File: src/rtl/uart_loader_pkg.sv
// Shared definitions for the UART program loader: FSM states, frame header
// and the 16-bit word-count type.
package uart_loader_pkg;

  typedef enum logic [2:0] {
    ST_IDLE,
    ST_LEN_LO,
    ST_LEN_HI,
    ST_DATA,
    ST_CHECK
  } state_t;

  localparam logic [7:0] HEADER = 8'hA5;

  typedef logic [15:0] len_t;

endpackage

File: src/rtl/uart_boot_loader_byte_timeout.sv
// Inter-byte watchdog: counts idle cycles while a frame is open and flags
// expiry once the gap since the last received byte reaches TIMEOUT cycles.
module byte_timeout #(
  parameter int TIMEOUT = 1000000
) (
  input  logic clk,
  input  logic reset,
  input  logic clear,
  input  logic enable,
  output logic expired
);

  localparam int CNT_W = (TIMEOUT < 1) ? 1 : $clog2(TIMEOUT + 1);
  localparam logic [CNT_W-1:0] LIMIT = CNT_W'(TIMEOUT);

  logic [CNT_W-1:0] count;

  // Saturates at LIMIT so a stalled frame cannot wrap back into "not expired".
  always_ff @(posedge clk or posedge reset) begin
    if (reset) begin
      count <= '0;
    end else if (clear || !enable) begin
      count <= '0;
    end else if (count != LIMIT) begin
      count <= count + CNT_W'(1);
    end
  end

  assign expired = enable && !clear && (count == LIMIT);

endmodule

File: src/rtl/uart_boot_loader.sv
// Parses A5 / N_lo / N_hi / 4*N data / XOR-checksum frames from the UART
// receiver and writes little-endian words into instruction memory.
module uart_boot_loader
  import uart_loader_pkg::*;
#(
  parameter int ADDR_W    = 10,
  parameter int BASE_ADDR = 0,
  parameter int TIMEOUT   = 1000000
) (
  input  logic              clk,
  input  logic              reset,
  input  logic [7:0]        rx_byte,
  input  logic              rx_valid,
  output logic              mem_we,
  output logic [ADDR_W-1:0] mem_addr,
  output logic [31:0]       mem_wdata,
  output logic              cpu_hold,
  output logic              busy,
  output logic              load_done,
  output logic              load_error
);

  localparam int DEPTH = 2 ** ADDR_W;
  localparam logic [16:0] MAX_WORDS = 17'(DEPTH - BASE_ADDR);

  state_t      state;
  len_t        n_len;
  len_t        word_idx;
  logic [1:0]  byte_idx;
  logic [23:0] word_buf;
  logic [7:0]  checksum;
  logic        expired;

  assign busy = (state != ST_IDLE);

  byte_timeout #(
    .TIMEOUT (TIMEOUT)
  ) u_timeout (
    .clk     (clk),
    .reset   (reset),
    .clear   (rx_valid),
    .enable  (busy),
    .expired (expired)
  );

  // A received byte always takes priority over a timeout in the same cycle.
  always_ff @(posedge clk or posedge reset) begin
    if (reset) begin
      state      <= ST_IDLE;
      n_len      <= '0;
      word_idx   <= '0;
      byte_idx   <= '0;
      word_buf   <= '0;
      checksum   <= '0;
      mem_we     <= 1'b0;
      mem_addr   <= '0;
      mem_wdata  <= '0;
      cpu_hold   <= 1'b0;
      load_done  <= 1'b0;
      load_error <= 1'b0;
    end else begin
      mem_we     <= 1'b0;
      load_done  <= 1'b0;
      load_error <= 1'b0;

      if (rx_valid) begin
        case (state)
          ST_IDLE: begin
            if (rx_byte == HEADER) begin
              state    <= ST_LEN_LO;
              cpu_hold <= 1'b1;
              checksum <= '0;
              word_idx <= '0;
              byte_idx <= '0;
            end
          end

          ST_LEN_LO: begin
            n_len[7:0] <= rx_byte;
            state      <= ST_LEN_HI;
          end

          ST_LEN_HI: begin
            n_len[15:8] <= rx_byte;
            if ({1'b0, rx_byte, n_len[7:0]} > MAX_WORDS) begin
              state      <= ST_IDLE;
              load_error <= 1'b1;
            end else if ({rx_byte, n_len[7:0]} == 16'd0) begin
              state <= ST_CHECK;
            end else begin
              state <= ST_DATA;
            end
          end

          ST_DATA: begin
            checksum <= checksum ^ rx_byte;
            case (byte_idx)
              2'd0: word_buf[7:0]   <= rx_byte;
              2'd1: word_buf[15:8]  <= rx_byte;
              2'd2: word_buf[23:16] <= rx_byte;
              default: begin
                mem_we    <= 1'b1;
                mem_addr  <= ADDR_W'(BASE_ADDR + int'(word_idx));
                mem_wdata <= {rx_byte, word_buf};
                word_idx  <= word_idx + 16'd1;
                if (word_idx == n_len - 16'd1) begin
                  state <= ST_CHECK;
                end
              end
            endcase
            byte_idx <= byte_idx + 2'd1;
          end

          ST_CHECK: begin
            state <= ST_IDLE;
            if (rx_byte == checksum) begin
              load_done <= 1'b1;
              cpu_hold  <= 1'b0;
            end else begin
              load_error <= 1'b1;
            end
          end

          default: state <= ST_IDLE;
        endcase
      end else if (expired) begin
        state      <= ST_IDLE;
        load_error <= 1'b1;
      end
    end
  end

endmodule

File: config.mk
export PLATFORM = sky130hd
export DESIGN_NAME = uart_boot_loader
export DESIGN_NICKNAME = d
export VERILOG_FILES = /design/src/rtl/uart_loader_pkg.sv /design/src/rtl/uart_boot_loader_byte_timeout.sv /design/src/rtl/uart_boot_loader.sv
export SDC_FILE = /design/constraint.sdc
export NUM_CORES = 1
export LEC_CHECK = 0
export BUFFER_PORTS_ARGS = -buffer_cell sky130_fd_sc_hd__buf_2
export CAP_MARGIN = 40
export CORE_ASPECT_RATIO = 0.9
export CORE_MARGIN = 2
export CORE_UTILIZATION = 35
export DETAILED_ROUTE_END_ITERATION = 7
export GPL_TIMING_DRIVEN = 0
export SLEW_MARGIN = 25
export SYNTH_ARGS = -nofsm -noshare
export SYNTH_HDL_FRONTEND = slang
export SYNTH_SLANG_ARGS = --single-unit
File: constraint.sdc
create_clock -name clk -period 7 [get_ports clk]
set_input_delay 0 -clock clk [delete_from_list [all_inputs] [get_ports clk]]
set_output_delay 0 -clock clk [all_outputs]
set_load 0.01 [all_outputs]
* Word level (Yosys, flattened, before mapping)
Cells that the tools add are included.
** Word-level totals
- Register bits after elaboration :: 135
- Input bits :: 11
- Output and inout bits :: 47
** Operators by class
- Add/sub/neg operators :: 4
- $lt $le $gt $ge :: 1
- Equality and inequality tests :: 17
- Multiplexer cells :: 31
- Bitwise gates (word level) :: 2
- Reduce and logical (&&, ||, !) cells :: 24
** Operators by type and width (count)
- $mux W20 :: 2
- $mux W16 :: 2
- $pmux W16 S2 :: 1
- $mux W3 :: 7
- $add A20 B1 Y20 const B :: 1
- $eq A20 B20 Y1 const B :: 1
- $ne A20 B20 Y1 const B :: 1
- $add A16 B1 Y16 const B :: 1
- $eq A16 B16 Y1 :: 1
- $gt A16 B11 Y1 const B :: 1
- $logic_not A16 Y1 :: 1
- $pmux W8 S2 :: 1
- $sub A16 B1 Y16 const B :: 1
- $reduce_and A3 Y1 :: 5
- $mux W1 :: 12
- $pmux W3 S4 :: 1
- $reduce_and A4 Y1 :: 3
- $ne A3 B3 Y1 const B :: 3
- $eq A8 B8 Y1 :: 1
- $eq A8 B8 Y1 const B :: 1
- $mux W8 :: 1
- $reduce_bool A2 Y1 :: 4
- $xor A8 B8 Y8 :: 1
- $eq A3 B2 Y1 const B :: 2
- other kinds (18) :: 24

* Longest topological paths before layout
Gate-level depths: netlist of the first run.
- Depth in word-level cells :: 6
- Mapped depth :: 10
- Depth with buffers taken out :: 9

* Modules after synthesis
From an unflattened synthesis of the first run, not the netlist that was laid out.
** Second synthesis, totals
- Cells, all modules :: 608
- Area, all modules :: 6611.3 um^2
** By module, submodules not included
- uart_boot_loader :: instances 1, cells each 488, area an instance 5510.3 um^2
- byte_timeout :: instances 1, cells each 120, area an instance 1101.1 um^2

* Worst setup path after synthesis of the first run
Ideal clock, no wire load.
- Path type :: reg2reg
- From :: register n_len[0]
- To :: register state[0]
- Arrival :: 2.242 ns
- Setup slack :: 4.630 ns
- Stages on the path, launching flop included :: 11
- Clock period less this slack :: 2.370 ns
- Path through :: dfrtp_1 inv_1 ha_1 clkbuf_1 nor4b_1 nand4_1 xnor2_1 a41oi_1 nand4_1 o21ai_2 mux2_1
** Between the ends
- Cells in the longest elaborated chain, start to end :: 5
- Elaborated cells on any way between the ends :: 10
- Classes of those cells :: add/sub (1); order compare (1); eq/ne (2); mux (4); reduce/logical (2)
** RTL lines
- start: declaration :: line uart_boot_loader.sv:27 : len_t n_len;
- start signal: assignment :: line uart_boot_loader.sv:79 : n_len[7:0] <= rx_byte;
- branches (longest 5 deep; another with $sub A16 B1 Y16)
- end signal: assignment :: line uart_boot_loader.sv:70 : state <= ST_LEN_LO;
- end signal: assignment :: line uart_boot_loader.sv:86 : state <= ST_IDLE;
- end signal: assignment :: line uart_boot_loader.sv:89 : state <= ST_CHECK;
- end: declaration :: line uart_boot_loader.sv:26 : state_t state;
Several ways; the timed one is not identified.
A chain may end at the register's enable or synchronous reset.

* Final worst setup path of the first run
Same ends and word-level chain as after synthesis.

==> impl_metrics.json, run 1 <==
{
  "cts-root-buf": "sky130_fd_sc_hd__clkbuf_16",
  "setup_viol": 0,
  "synth_area_leaders": "sky130_fd_sc_hd__dfrtp_1 (52%), sky130_fd_sc_hd__mux2_2 (12%), sky130_fd_sc_hd__xor2_1 (5.0%)",
  "worst_setup_skew_after_layout_ns": 0.00883,
  "detail_route.iter0.violations": 311,
  "final_nets": 677,
  "timing.max_cap.violations": 0,
  "setup_repair_after_global_routing_missed_its_margin": "false",
  "criticalPathCategory": "reg2reg",
  "synth-main-ff-cell": "sky130_fd_sc_hd__dfrtp_1",
  "grt_max_degree": 98,
  "route.final.wire_length_um": 14800,
  "std_cell_rows": 47,
  "synth.largest_area_cell": "sky130_fd_sc_hd__dfrtp_1",
  "route.detailed.drc": 0,
  "share_of_the_synthesized_area_in_the_top_cell_type_pct": 52.2,
  "post_cts_buffers": 0,
  "crit_fanout": 10,
  "synth.net_count": 599,
  "antenna_found_initial": 1,
  "viasPerCell": 5.02,
  "place.gp.congestion": 0.812,
  "fmax_mhz": 358,
  "core_region_area_um2": 18300,
  "synthesis.area_um2": 6480,
  "timing.slew.headroom_pct": 46.2,
  "critical_path.startpoint_type": "flip-flop",
  "drv_slew": 0,
  "setup-tns-final_ns": 0,
  "detail_route.wl_per_cell_um": 16.2,
  "globalRouteTotalUtil_pct": 16.0,
  "ctsHtreeMaxLevel": 4,
  "place.detailed.instances": 881,
  "cts_buffers": 17,
  "floorplan.io_pins": 58,
  "async_reset_ff_share_pct": 100,
  "drt_pass1_iterations": 5,
  "static_leakage_nw": 3.64,
  "post-route-period-util_pct": 39.9,
  "vias": 4596,
  "worst_setup_path_end_kind": "flip-flop",
  "grt_pass1_vias": 4657,
  "cts_tree": "yes",
  "ant_nets": 0,
  "area_delta_synth_final_pct": 19.3,
  "post_route_minimum_period_ns": 2.79,
  "worst-slew-pin-transition_ns": 0.807,
  "crit_arrival_ns": 3.09,
  "post_synth_inst_count": 579,
  "post_layout_nonfiller_instances": 915,
  "synth_edf_count": 0,
  "postSynthRegisterBits": 135,
  "place.detailed.hpwl_um": 10300,
  "synth-seq-area-share_pct": 52.2,
  "fill_cells": 1731,
  "min_path_type": "in2reg",
  "status": "finished clean",
  "clk_pin_slew_ns": 0.06,
  "reg2reg_setup_slack_ns": 4.21,
  "required_ns": 7.30,
  "skew_pair_late_insertion_delay_ns": 0.42,
  "worst_ir_drop_vdd_mv": 0.190,
  "grt_overflow_total": 0,
  "die_area_um2": 19600,
  "drive_above_1_share_pct": 26.9,
  "ys.warnings.count": 0,
  "io_buffers": 56,
  "floorplan.initialDensity_pct": 35.4,
  "grt_first_pass_wirelength_um": 24600,
  "die_width_um": 147,
  "cts.path.max_buffers": 2,
  "cts_sinks": 135,
  "power.density_cell_area_nw_per_um2": 340,
  "die_h_um": 133,
  "synth.lib_cells_used.distinct": 62,
  "hold_viol_final": 0,
  "diodes": 0,
  "synth.avg_cell_area_um2": 11.2
}
[cells in the final DEF, fill, tap and decap left out, drive strengths merged, types with 5 or more instances in the layout]
cell type  Yosys  routed
nand3         18      18
clkinv         0       5
nor2          56      56
buf            3      60
o21ai         36      36
a21oi         12      12
clkbuf        24      41
nand4         13      13
nor3          16      16
xnor2         21      21
inv           18      25
xor2          37      37
and3           5       5
ha             9       9
mux2          79      79
or3            7       7
dfrtp        135     135
nand2         37      37
[cells in the mapped netlist, types with 8 or more instances]
library cell,count
sky130_fd_sc_hd__xnor2_1,21
sky130_fd_sc_hd__nor2_1,56
sky130_fd_sc_hd__mux2_2,71
sky130_fd_sc_hd__clkbuf_1,24
sky130_fd_sc_hd__nor3_1,12
sky130_fd_sc_hd__nand4_1,12
sky130_fd_sc_hd__xor2_1,37
sky130_fd_sc_hd__a21oi_1,12
sky130_fd_sc_hd__o21ai_1,20
sky130_fd_sc_hd__ha_1,9
sky130_fd_sc_hd__inv_1,17
sky130_fd_sc_hd__nand2_1,37
sky130_fd_sc_hd__nand3_1,18
sky130_fd_sc_hd__mux2_1,8
sky130_fd_sc_hd__dfrtp_1,135
sky130_fd_sc_hd__o21ai_0,15
[routing by layer]
metal	vias to the layer above	track usage, %	part of all wire (%)
li1	2178	-	-
met1	2306	22.3	49
met2	92	23.9	45
met3	18	5.07	4.8
met4	2	4.86	1.4
met5	-	0	0.088
[critical path: stages (launching register included)]
cell and delay [ns]:
sky130_fd_sc_hd__dfrtp_1 0.41, sky130_fd_sc_hd__inv_1 0.12, sky130_fd_sc_hd__ha_1 0.19, sky130_fd_sc_hd__clkbuf_1 0.37, sky130_fd_sc_hd__nand3_1 0.13, sky130_fd_sc_hd__a221oi_1 0.28, sky130_fd_sc_hd__a41oi_1 0.10, sky130_fd_sc_hd__a2111oi_2 0.27
sky130_fd_sc_hd__nand4_1 0.19, sky130_fd_sc_hd__o21ai_2 0.26, sky130_fd_sc_hd__mux2_1 0.35
[through the flow]
stage	power [mW]	area, um^2	util (%)	setup slack [ns]	hold slack, ns
final	2.63	7730	42.3	4.21	0.0606
after global routing	2.78	7730	42.3	3.88	0.123
after detailed placement	1.71	7100	38.8	4.22	-0.00171
after CTS	2.65	7730	42.3	4.20	0.0344
after floorplan	1.54	6480	-	3.39	0.232
after global placement	1.68	7060	38.6	1.95	0.298
[power by group]
group	switching, mW	total (mW)	internal (mW)
sequential	0.137	1.08	0.947
combinational	0.333	0.620	0.286
clock	0.381	0.922	0.541
[cell type report]
cell class | instances | area (um^2) | area share, %
clock inverters | 15 | 185 | 2.40
inverters | 18 | 75.1 | 0.971
repair buffers | 59 | 328 | 4.24
plain buffers | 27 | 110 | 1.42
clock buffers | 17 | 425 | 5.50
flip-flops and latches | 135 | 3380 | 43.7
multi-input cells | 399 | 2920 | 37.8
well taps | 245 | 307 | 3.97
[worst paths after layout]
check | startpoint | end | depth (start not counted)
setup / recovery | n_len[0] | state[0] | 10
hold / removal | rx_byte[6] | cpu_hold | 4
setup reg to reg | n_len[0] | state[0] | 10
hold reg to reg | mem_wdata[10] | mem_wdata[10] | 1
max in group asynchronous | reset | word_idx[10] | 4
min in group asynchronous | reset | u_timeout.count[17] | 3
[cell families after synthesis]
| family | Yosys count | share of synthesized area, % |
|---|---|---|
| AOI/OAI and AO/OA | 71 | 6.99 |
| and+or+nand+nor | 180 | 14.5 |
| muxes | 81 | 14.0 |
| DFF | 135 | 52.2 |
| buffers and inverters | 45 | 2.74 |
| xor gates and xnor gates | 58 | 7.84 |
| adders and majority gates | 9 | 1.74 |
[registers in the layout, summed over array words and instances (netlist names)]
name	cells
byte_idx	2
mem_wdata	32
word_buf	24
mem_addr	10
state	3
u_timeout.count	20
load_error	1
word_idx	16
mem_we	1
n_len	16
checksum	8
cpu_hold	1
load_done	1
[timing repair]
| item | 4_1_cts | 5_1_grt |
|---|---|---|
| endpoints found under the hold margin | 142 | 0 |
| hold buffers | 2 | 0 |
| resized for setup | 0 | 0 |
Power figures use the tool's default switching activity.
==> run 2, diff against run 1 <==
- clock period: 7 -> 2.4 ns (I/O delays scaled with it)
==> impl_metrics.json, run 2 (synthesis gave the netlist of run 1 again) <==
{
  "timing.slew.headroom_pct": 49.3,
  "route.final.wire_length_um": 15200,
  "static_leakage_nw": 3.74,
  "criticalPathCategory": "reg2reg",
  "cts_tree": "yes",
  "layout_commonest_cell": "sky130_fd_sc_hd__dfrtp_1",
  "cts_sinks": 135,
  "skew_pair_late_insertion_delay_ns": 0.43,
  "multiInputGateArea_um2": 3030,
  "setup_viol": 0,
  "post_route_minimum_period_ns": 2.30,
  "whs_ns": 0.0673,
  "floorplan.initialDensity_pct": 35.4,
  "diodes": 0,
  "netSwitchingPower_mw": 2.59,
  "grt_max_degree": 34,
  "worst_setup_path_end_kind": "flip-flop",
  "cts-root-buf": "sky130_fd_sc_hd__clkbuf_16",
  "p_int_mw": 5.39,
  "largest_register_ffs": 32,
  "min_path_type": "in2reg",
  "place.detailed.instances": 884,
  "timing.hold.worst.start": "rx_byte[4]",
  "place.detailed.hpwl_um": 10700,
  "crit-reg2reg-launch": "n_len[0]",
  "crit_fanout": 7,
  "hold_viol_final": 0,
  "antenna_found_initial": 0,
  "std_cell_rows": 47,
  "cts.path.max_buffers": 2,
  "postLayoutCellArea_um2": 7970,
  "timing.max_cap.violations": 0,
  "drive_above_1_share_pct": 31.7,
  "grt_pass1_vias": 4825,
  "drv_slew": 0,
  "io_buffers": 56,
  "fraction_of_power_spent_switching_nets_pct": 32.5,
  "place_area_um2": 7150,
  "ant_nets": 0,
  "vias": 4644,
  "globalRouteTotalUtil_pct": 16.3,
  "detail_route.wl_per_cell_um": 16.4,
  "worst_ir_drop_vdd_mv": 0.609,
  "area_delta_synth_final_pct": 23.1,
  "detail_route.iter0.violations": 331,
  "combinationalPowerShare_pct": 26.2,
  "power.total_mw": 7.99,
  "core_region_area_um2": 18300,
  "cts_buffers": 17,
  "final_cell_mix": "sky130_fd_sc_hd__dfrtp_1 (133), sky130_fd_sc_hd__mux2_2 (71), sky130_fd_sc_hd__buf_2 (57)",
  "viasPerCell": 5.01,
  "largest_register": "mem_wdata",
  "crit_arrival_ns": 2.61,
  "fmax_mhz": 434,
  "floorplan.io_pins": 58,
  "clk_pin_slew_ns": 0.06,
  "final-seq-area_um2": 3380,
  "post_layout_nonfiller_instances": 927,
  "place.gp.congestion": 0.834,
  "die_h_um": 133,
  "largestRegisters": "mem_wdata x32, word_buf x24, u_timeout.count x20",
  "grt_overflow_total": 0,
  "setup.worst_path.start": "n_len[0]",
  "die_width_um": 147,
  "final_nets": 690,
  "power_frac_seq_pct": 40.6,
  "critical_path.startpoint_type": "flip-flop",
  "worst_setup_skew_after_layout_ns": 0.00937,
  "die_area_um2": 19600,
  "ctsHtreeMaxLevel": 4,
  "required_ns": 2.71,
  "share_clk_of_total_power_pct": 33.3,
  "grt_first_pass_wirelength_um": 25200,
  "fill_cells": 1683,
  "status": "finished clean",
  "worst-slew-pin-transition_ns": 0.754,
  "power.density_cell_area_nw_per_um2": 1000,
  "post-route-period-util_pct": 96.0,
  "drt_pass1_iterations": 4,
  "route.detailed.drc": 0
}
[run 2: power groups by stage]
stage	Sequential, mW	Combinational, mW	Clock [mW]
global route	3.31	2.32	2.82
floorplan	3.12	1.37	0
global placement	3.18	1.72	0
CTS	3.19	1.95	2.71
finish	3.24	2.09	2.66
detailed placement	3.20	1.80	0
[run 2: per-layer routing]
| layer | up-vias | GRT usage [%] | share of wire [%] |
|---|---|---|---|
| li1 | 2213 | - | - |
| met1 | 2330 | 22.5 | 48 |
| met2 | 83 | 24.8 | 46 |
| met3 | 18 | 4.97 | 4.9 |
| met4 | 0 | 5.40 | 1.6 |
| met5 | - | 0 | 0 |
[run 2: area by class of cell]
type | count | area share, %
clock inverter | 13 | 2.02
buffer | 25 | 1.49
tap | 245 | 3.84
multi-input combinational | 399 | 37.9
inverter | 18 | 0.894
timing repair buffer | 74 | 5.90
sequential | 135 | 42.4
clock buffer | 18 | 5.51
[run 2: worst paths after layout]
kind | to | slack, ns | cells after the start
max | state[0] | 0.1 | 10
min | cpu_hold | 0.07 | 4
max reg2reg | state[0] | 0.1 | 10
min reg2reg | mem_wdata[8] | 0.49 | 1
max in group asynchronous | mem_addr[1] | 1.35 | 6
min in group asynchronous | u_timeout.count[12] | 0.11 | 3
[run 2: stage by stage]
stage                     worst slack (ns)  utilization (%)  setup TNS [ns]
final                               0.0953             43.6               0
after global routing                -0.102             43.6          -0.187
after CTS                          -0.0410             43.0         -0.0410
after detailed placement            -0.379             39.1           -4.47
after global placement              -0.304             38.6          -15.16
after floorplan                     0.0300                -               0
[run 2: worst max-delay path, cell delays in order, from the launching register on]
cell and delay [ns]:
sky130_fd_sc_hd__dfrtp_1 0.40, sky130_fd_sc_hd__inv_2 0.10, sky130_fd_sc_hd__ha_4 0.14, sky130_fd_sc_hd__buf_8 0.12, sky130_fd_sc_hd__nor4b_2 0.19, sky130_fd_sc_hd__nand4_1 0.14, sky130_fd_sc_hd__xnor2_1 0.14, sky130_fd_sc_hd__a41oi_1 0.24
sky130_fd_sc_hd__nand4_1 0.18, sky130_fd_sc_hd__o21ai_2 0.22, sky130_fd_sc_hd__mux2_4 0.32
[run 2: timing repair]
item / 4_1_cts / 5_1_grt
setup buffers: 5 / 7
hold endpoints to repair: 49 / 0
gates resized for setup: 16 / 17
endpoints found under the setup margin: 38 / 54
hold buffers: 2 / 0
pin swaps: 4 / 7
==> run 3, diff against run 2 <==
- CELL_PAD_IN_SITES_DETAIL_PLACEMENT: unset -> 1
- CELL_PAD_IN_SITES_GLOBAL_PLACEMENT: unset -> 1
- PLACE_DENSITY_LB_ADDON: unset -> 0.1
==> impl_metrics.json, run 3 (synthesis gave the netlist of run 1 again) <==
{
  "status": "finished clean",
  "setup.worst_path.start": "n_len[1]",
  "critical_path.startpoint_type": "flip-flop",
  "cts_buffers": 17,
  "layout_commonest_cell": "sky130_fd_sc_hd__dfrtp_1",
  "ctsHtreeMaxLevel": 4,
  "drive_above_1_share_pct": 30.7,
  "place.gp.congestion": 0.786,
  "timing.slew.headroom_pct": 49.3,
  "die_width_um": 147,
  "power.density_cell_area_nw_per_um2": 1010,
  "register_to_register_path_depth": 10,
  "die_h_um": 133,
  "place.detailed.hpwl_um": 11500,
  "route.detailed.drc": 0,
  "reg2reg_setup_slack_ns": 0.002,
  "worst_setup_skew_after_layout_ns": 0.0120,
  "multiInputGateArea_um2": 2990,
  "min_path_type": "in2reg",
  "post-route-period-util_pct": 99.9,
  "diodes": 0,
  "final_cell_mix": "sky130_fd_sc_hd__dfrtp_1 (133), sky130_fd_sc_hd__mux2_2 (71), sky130_fd_sc_hd__buf_2 (60)",
  "viasPerCell": 5.04,
  "std_cell_rows": 47,
  "cts_tree": "yes",
  "worst-slew-pin-transition_ns": 0.755,
  "final-seq-area_um2": 3380,
  "cts-root-buf": "sky130_fd_sc_hd__clkbuf_16",
  "setup_repair_after_global_routing_missed_its_margin": "true",
  "setup_viol": 0,
  "whs_ns": 0.0681,
  "worstHoldEndpoint": "cpu_hold",
  "floorplan.io_pins": 58,
  "floorplan.initialDensity_pct": 35.4,
  "hold_viol_final": 0,
  "fmax_mhz": 417,
  "criticalPathCategory": "reg2reg",
  "grt_overflow_total": 0,
  "postLayoutCellArea_um2": 7940,
  "globalRouteTotalUtil_pct": 18.1,
  "timing.hold.worst.start": "rx_byte[6]",
  "final_nets": 687,
  "io_buffers": 56,
  "required_ns": 2.71,
  "ant_nets": 0,
  "skew_pair_late_insertion_delay_ns": 0.43,
  "largestRegisters": "mem_wdata x32, word_buf x24, u_timeout.count x20",
  "largest_register_ffs": 32,
  "static_leakage_nw": 3.72,
  "timing.max_cap.violations": 0,
  "die_area_um2": 19600,
  "drt_pass1_iterations": 5,
  "detail_route.iter0.violations": 197,
  "crit-reg2reg-launch": "n_len[1]",
  "worst_setup_path_end_kind": "flip-flop",
  "route.final.wire_length_um": 16600,
  "detail_route.wl_per_cell_um": 18.0,
  "reg2reg_to": "state[0]",
  "crit_arrival_ns": 2.70,
  "post_route_minimum_period_ns": 2.40,
  "grt_max_degree": 33,
  "grt_first_pass_wirelength_um": 27300,
  "utilization_pct": 43.4,
  "antenna_found_initial": 0,
  "grt_pass1_vias": 5030,
  "clk_pin_slew_ns": 0.06,
  "area_delta_synth_final_pct": 22.6,
  "worst_ir_drop_vdd_mv": 0.672,
  "place_area_um2": 7150,
  "crit_fanout": 6,
  "fill_cells": 1990,
  "cts.path.max_buffers": 2,
  "drv_slew": 0,
  "vias": 4660,
  "largest_register": "mem_wdata",
  "min_delay_path_depth": 4,
  "cts_sinks": 135,
  "core_region_area_um2": 18300
}
run 3: power by group:
part / total (mW) / leakage, nW / switching [mW] / internal [mW]
clock: 2.76 / 0.300 / 1.10 / 1.67
combinational: 2.02 / 1.61 / 1.03 / 0.987
sequential: 3.24 / 1.80 / 0.478 / 2.76
run 3: how the worst max path moves through the flow:
stage / end / slack (ns) / cells after the start
after floorplan: state[0] / 0.03 / 10
after global placement: state[0] / -0.30 / 10
after detailed placement: state[0] / -0.37 / 10
after CTS: state[0] / -0.07 / 10
after global routing: state[0] / -0.10 / 10
final: state[0] / 0.002 / 10
run 3: what timing repair did:
item                                    in CTS  in global routing
endpoints found under the setup margin      40                 43
pin swaps                                    4                  7
buffers inserted                             5                  3
endpoints found under the hold margin       28                  0
resized for setup                           14                 17
hold buffers                                 3                  0
run 3: layout make-up:
type                            instances  area share, %
Buffer                                 25           1.50
Clock buffer                           18           5.41
Clock inverter                         14           2.40
Inverter                               18          0.898
Multi-Input combinational cell        399           37.7
Sequential cell                       135           42.6
Tap cell                              245           3.86
Timing Repair Buffer                   71           5.67
run 3: critical path: stages (launching register included):
cell	delay, ns
sky130_fd_sc_hd__dfrtp_1	0.39
sky130_fd_sc_hd__inv_2	0.11
sky130_fd_sc_hd__ha_4	0.15
sky130_fd_sc_hd__buf_8	0.11
sky130_fd_sc_hd__nand3_2	0.07
sky130_fd_sc_hd__a221oi_2	0.30
sky130_fd_sc_hd__a41oi_2	0.08
sky130_fd_sc_hd__a2111oi_2	0.30
sky130_fd_sc_hd__nand4_1	0.22
sky130_fd_sc_hd__o21ai_2	0.23
sky130_fd_sc_hd__mux2_4	0.32
run 3: metrics by stage:
stage / setup TNS [ns] / worst slack (ns) / instances / power, mW
finish: 0 / 0.00182 / 925 / 8.03
global route: -0.207 / -0.104 / 925 / 8.51
CTS: -0.0697 / -0.0697 / 922 / 8.00
detailed placement: -10.11 / -0.369 / 884 / 5.06
global placement: -31.43 / -0.303 / 880 / 4.95
floorplan: 0 / 0.0300 / 579 / 4.49
run 3: metal layers:
| layer | GRT usage (%) | vias up | wire, um |
|---|---|---|---|
| met5 | 0 | - | 0 |
| met4 | 6.09 | 0 | 210 |
| met3 | 3.97 | 20 | 562 |
| met2 | 29.7 | 76 | 8070 |
| met1 | 23.8 | 2367 | 7760 |
| li1 | - | 2197 | - |
